==> src/rtl/mux_sel_scanner.sv <==
// mux_sel_scanner: walks the 2-bit select of a 4:1 channel mux, holds each
// select for SETTLE_CYC+1 cycles, samples the mux output at the end of each
// window and presents the assembled 4-bit word with a valid/ready handshake.
// Optional build macro SCAN_AUTO_EN: a completed handshake immediately starts
// the next scan instead of returning to IDLE.
module mux_sel_scanner #(
    parameter int unsigned SETTLE_CYC = 1
) (
    input  logic       clk,
    input  logic       rst_n,
    input  logic       start,
    output logic [1:0] mux_sel,
    input  logic       mux_out,
    output logic [3:0] data,
    output logic       valid,
    input  logic       ready,
    output logic       busy
);

    typedef enum logic [1:0] {
        IDLE   = 2'd0,
        SETTLE = 2'd1,
        HOLD   = 2'd2
    } state_t;

    localparam logic [7:0] SETTLE_RELOAD = SETTLE_CYC[7:0];

    state_t     state_q, state_d;
    logic [1:0] sel_q, sel_d;
    logic [7:0] cnt_q, cnt_d;
    logic [3:0] shadow_q, shadow_d;
    logic [3:0] data_q, data_d;
    logic       valid_q, valid_d;

    // Register every piece of state, so the select seen by the mux is glitch-free
    always_ff @(posedge clk or negedge rst_n) begin
        if (!rst_n) begin
            state_q  <= IDLE;
            sel_q    <= 2'd0;
            cnt_q    <= 8'd0;
            shadow_q <= 4'd0;
            data_q   <= 4'd0;
            valid_q  <= 1'b0;
        end else begin
            state_q  <= state_d;
            sel_q    <= sel_d;
            cnt_q    <= cnt_d;
            shadow_q <= shadow_d;
            data_q   <= data_d;
            valid_q  <= valid_d;
        end
    end

    // Next-state logic: the word only becomes visible on the edge entering HOLD
    always_comb begin
        state_d  = state_q;
        sel_d    = sel_q;
        cnt_d    = cnt_q;
        shadow_d = shadow_q;
        data_d   = data_q;
        valid_d  = valid_q;

        unique case (state_q)
            IDLE: begin
                sel_d   = 2'd0;
                valid_d = 1'b0;
                if (start) begin
                    state_d = SETTLE;
                    cnt_d   = SETTLE_RELOAD;
                end
            end

            SETTLE: begin
                if (cnt_q != 8'd0) begin
                    cnt_d = cnt_q - 8'd1;
                end else begin
                    shadow_d[sel_q] = mux_out;
                    if (sel_q != 2'd3) begin
                        sel_d = sel_q + 2'd1;
                        cnt_d = SETTLE_RELOAD;
                    end else begin
                        state_d = HOLD;
                        data_d  = {mux_out, shadow_q[2:0]};
                        valid_d = 1'b1;
                        sel_d   = 2'd0;
                    end
                end
            end

            HOLD: begin
                sel_d = 2'd0;
                if (valid_q && ready) begin
                    valid_d = 1'b0;
`ifdef SCAN_AUTO_EN
                    state_d = SETTLE;
                    cnt_d   = SETTLE_RELOAD;
`else
                    state_d = IDLE;
`endif
                end
            end

            default: begin
                state_d = IDLE;
                sel_d   = 2'd0;
                valid_d = 1'b0;
            end
        endcase
    end

    assign mux_sel = sel_q;
    assign data    = data_q;
    assign valid   = valid_q;
    assign busy    = (state_q == SETTLE);

endmodule

==> config.mk <==
export PLATFORM = sky130hd
export DESIGN_NAME = mux_sel_scanner
export DESIGN_NICKNAME = d
export VERILOG_FILES = /design/src/rtl/mux_sel_scanner.sv
export SDC_FILE = /design/constraint.sdc
export NUM_CORES = 1
export LEC_CHECK = 0
export BUFFER_PORTS_ARGS = -buffer_cell sky130_fd_sc_hd__buf_4
export CORE_MARGIN = 2
export CORE_UTILIZATION = 59
export CTS_BUF_LIST = sky130_fd_sc_hd__clkbuf_8
export DETAILED_ROUTE_END_ITERATION = 6
export PLACE_DENSITY = 0.81
export SYNTH_ARGS = -nofsm -noshare
export SYNTH_HDL_FRONTEND = slang
export SYNTH_SLANG_ARGS = --single-unit
==> constraint.sdc <==
create_clock -name clk -period 2.64 [get_ports clk]
set_input_delay 0.264 -clock clk [delete_from_list [all_inputs] [get_ports clk]]
set_output_delay 0.264 -clock clk [all_outputs]
set_load 0.02 [all_outputs]
==> results.md <==
* FF+latch count, synth at 20
* Mean Syn Cell Area at 10.67 µm²
* Post-route clock period utilization at 0.8058
* Arrival @ worst endpoint at 2270 ps
* Worst-Margin Slew at 594.8 ps
* Full die area at 2126 µm²
* DPL Wire Length at 1.364 mm
* Reg power frac at 0.398
* CTS buffer count at 3
* Post-layout util at 0.7311
* Routed WL at 1.847 mm
* Starting Density at 0.6193
* Layout net count at 126
* Postcts setup bufs at 0
* Fin Setup TNS at 0 ps
* Clock sinks at 20
* Bufs and invs on worst path at 1
* CP endpoint kind: flop
* Clock Latency Late Sink at 260 ps
* Critical Path, Cell by Cell: inv_1 > ha_1 > or4b_4 > nor3_4 > nand2_4 > mux2_4
* Fin crit period at 2127 ps
* Critical Path Start: cnt_q[0]
* Largest net degree at the start of global routing at 21
* Peak Freq at 470.1 MHz
* Sequential-to-total area share from yosys stat at 0.4785
* Status: complete, no violations
* Worst r2r src: cnt_q[0]
* Area grow syn2layout at 18.06%
* Int Power at 0.8092 mW
* Drt pass-1 iters at 4
* Worst r2r path cells at 6
* Vias in the first global route at 660
* Die Ht at 46.11 µm
* Delay-heaviest family, CP: simple AND/OR/NAND/NOR gates
* Crit path max-delay cell type: or4b_4
* CTS tree: done
* Num rows at 15
* Total gr overflow at 0
* Post-Syn Nets at 109
* Diodes inserted at 0
* Max-slew violation count at 0
* Residual DRC at 0
* DR vias at 771
* Final Setup Violations at 0
* HP Class: in -> reg
* Top FF cell, synth: dfrtp_1
* Count of final hold-check violations at 0
* Slowest stage delay, CP at 500 ps
* Most frequent cells in the layout: 20 x dfrtp_1, 12 x buf_4, 10 x nand2_1
* Core ar. at 1689 µm²
* Pleak at 0.5782 nW
* Combinational power share at 0.362
* Max-Cap Viols at 0
* Detailed Route Iter0 Violations at 9
* Worst-path clk slew at 80 ps
* Hold Crit Endpoint: shadow_q[0]
* Sw Share at 0.3629
* Global-route wire length before repair at 2.967 mm
* DRT antenna net count at 0
* Overall Power at 1.270 mW
* CP Depth at 6
* Critical R2R Capture: data[3]
* Crit path kind: reg -> reg
* Slew margin rel. at 0.5993
* Port bufs at 12
* Pwr/cell area at 1028 nW/µm²
* Max Root-Sink Buffers at 2
* Fin Clk Skew at 7.003 ps
* Share of layout cells above drive strength 1 at 0.2105
* CP Data Required Time at 2780 ps
* Total GRT Usage at 0.1993
* RePlAce Congestion at 0.8330
* VDD IR-drop max at 0.6250 mV
* Reg2Reg Setup Slack at 510 ps
* Antenna violations before repair at 0
* Synth cell types at 32
* Synthesized instance count at 98
* Post-synth EDFFs at 0
* RSZ-0062 raised after global routing: no
* FFs w/ async S/R, synth at 1.000
* Hold_sp: mux_out
* WHS Path Cells at 2
* CP Launch Type: flop
* Yosys Warn Count at 0
* Vias/cell at 5.885
* Die width at 46.11 µm
* Crit path max fanout at 10
* H-tree levels at 1
* Mapped Area at 1046 µm²
* DR WL/cell at 14.10 µm
* Switching pwr at 0.4609 mW
* Power share of the clock group at 0.240
* Commonest non-fill, non-tap cell in the layout: dfrtp_1
* Top Ports at 13
* CTS root buffer: clkbuf_8
* Fin Hold WS at 239.6 ps
==> power groups by stage <==
stage / clock network (mW) / registers (mW) / logic [mW]
4_1_cts: 0.311 / 0.505 / 0.463
5_1_grt: 0.325 / 0.522 / 0.515
3_3_place_gp: 0 / 0.506 / 0.442
6_report: 0.305 / 0.506 / 0.459
3_5_place_dp: 0 / 0.510 / 0.459
2_1_floorplan: 0 / 0.502 / 0.337
==> registers in the layout, indices dropped and copies added (netlist names) <==
signal / flops
state_q: 2
valid: 1
data: 4
mux_sel: 2
shadow_q: 3
cnt_q: 8
==> worst reg2reg max path: stages (launching register included) <==
cell and delay, ps:
dfrtp_1 390, inv_1 120, ha_1 170, or4b_4 500, nor3_4 400, nand2_4 130, mux2_4 310
==> worst max path at each step <==
stage / to
after global placement: data[0]
after detailed placement: data[3]
final: data[3]
after floorplan: data[0]
after global routing: shadow_q[1]
after CTS: data[3]
==> cell usage after synthesis (2+ instances only) <==
library cell | n | area, µm²
or4_1 | 2 | 15.01
dfrtp_1 | 20 | 500.5
mux2_1 | 3 | 33.78
o21ai_0 | 4 | 20.02
nor2_1 | 5 | 18.77
nand2b_1 | 2 | 12.51
nand2_1 | 10 | 37.54
ha_1 | 6 | 75.07
mux2_4 | 4 | 60.06
o31ai_1 | 2 | 15.01
inv_1 | 7 | 26.28
nor3_1 | 4 | 20.02
a21oi_1 | 6 | 30.03
o2bb2ai_1 | 2 | 17.52
or3_1 | 4 | 25.02
==> metrics by stage <==
| stage | area (µm²) | instances | setup slack (ps) |
|---|---|---|---|
| final | 1235 | 131 | 512.7 |
| after global routing | 1235 | 131 | 396.2 |
| after CTS | 1235 | 131 | 518.5 |
| after detailed placement | 1154 | 126 | 531.5 |
| after global placement | 1154 | 126 | 594.6 |
| after floorplan | 1046 | 98 | 674.4 |
==> layout make-up <==
type	count	area, µm²
fill	126	454.2
clock buffer	3	41.29
clock inverter	1	30.03
timing repair buffer	13	100.1
inverter	7	26.28
multi-input combinational	70	515.5
tap	17	21.27
sequential	20	500.5
==> kinds of logic (layout without fill, tap and decap cells) <==
family / after synthesis / in the layout / synth area share
and+or+nand+nor: 37 / 37 / 0.2093
buffers and inverters: 8 / 24 / 0.02871
adders and majority gates: 6 / 6 / 0.07177
DFF: 20 / 20 / 0.4785
muxes: 8 / 8 / 0.09928
AOI/OAI and AO/OA: 19 / 19 / 0.1124
==> routing by layer <==
| layer | track usage | wire length [µm] | up-vias |
|---|---|---|---|
| met3 | 0.03529 | 42 | 4 |
| met1 | 0.2682 | 921 | 376 |
| met5 | 0 | 0 | - |
| li1 | - | - | 381 |
| met4 | 0.08571 | 23 | 0 |
| met2 | 0.3139 | 860 | 10 |
==> timing repair <==
action	CTS	global route
endpoints found under the hold margin	20	0
gates resized for setup	0	0
hold buffers	1	0
(Power assumes the default switching activity.)
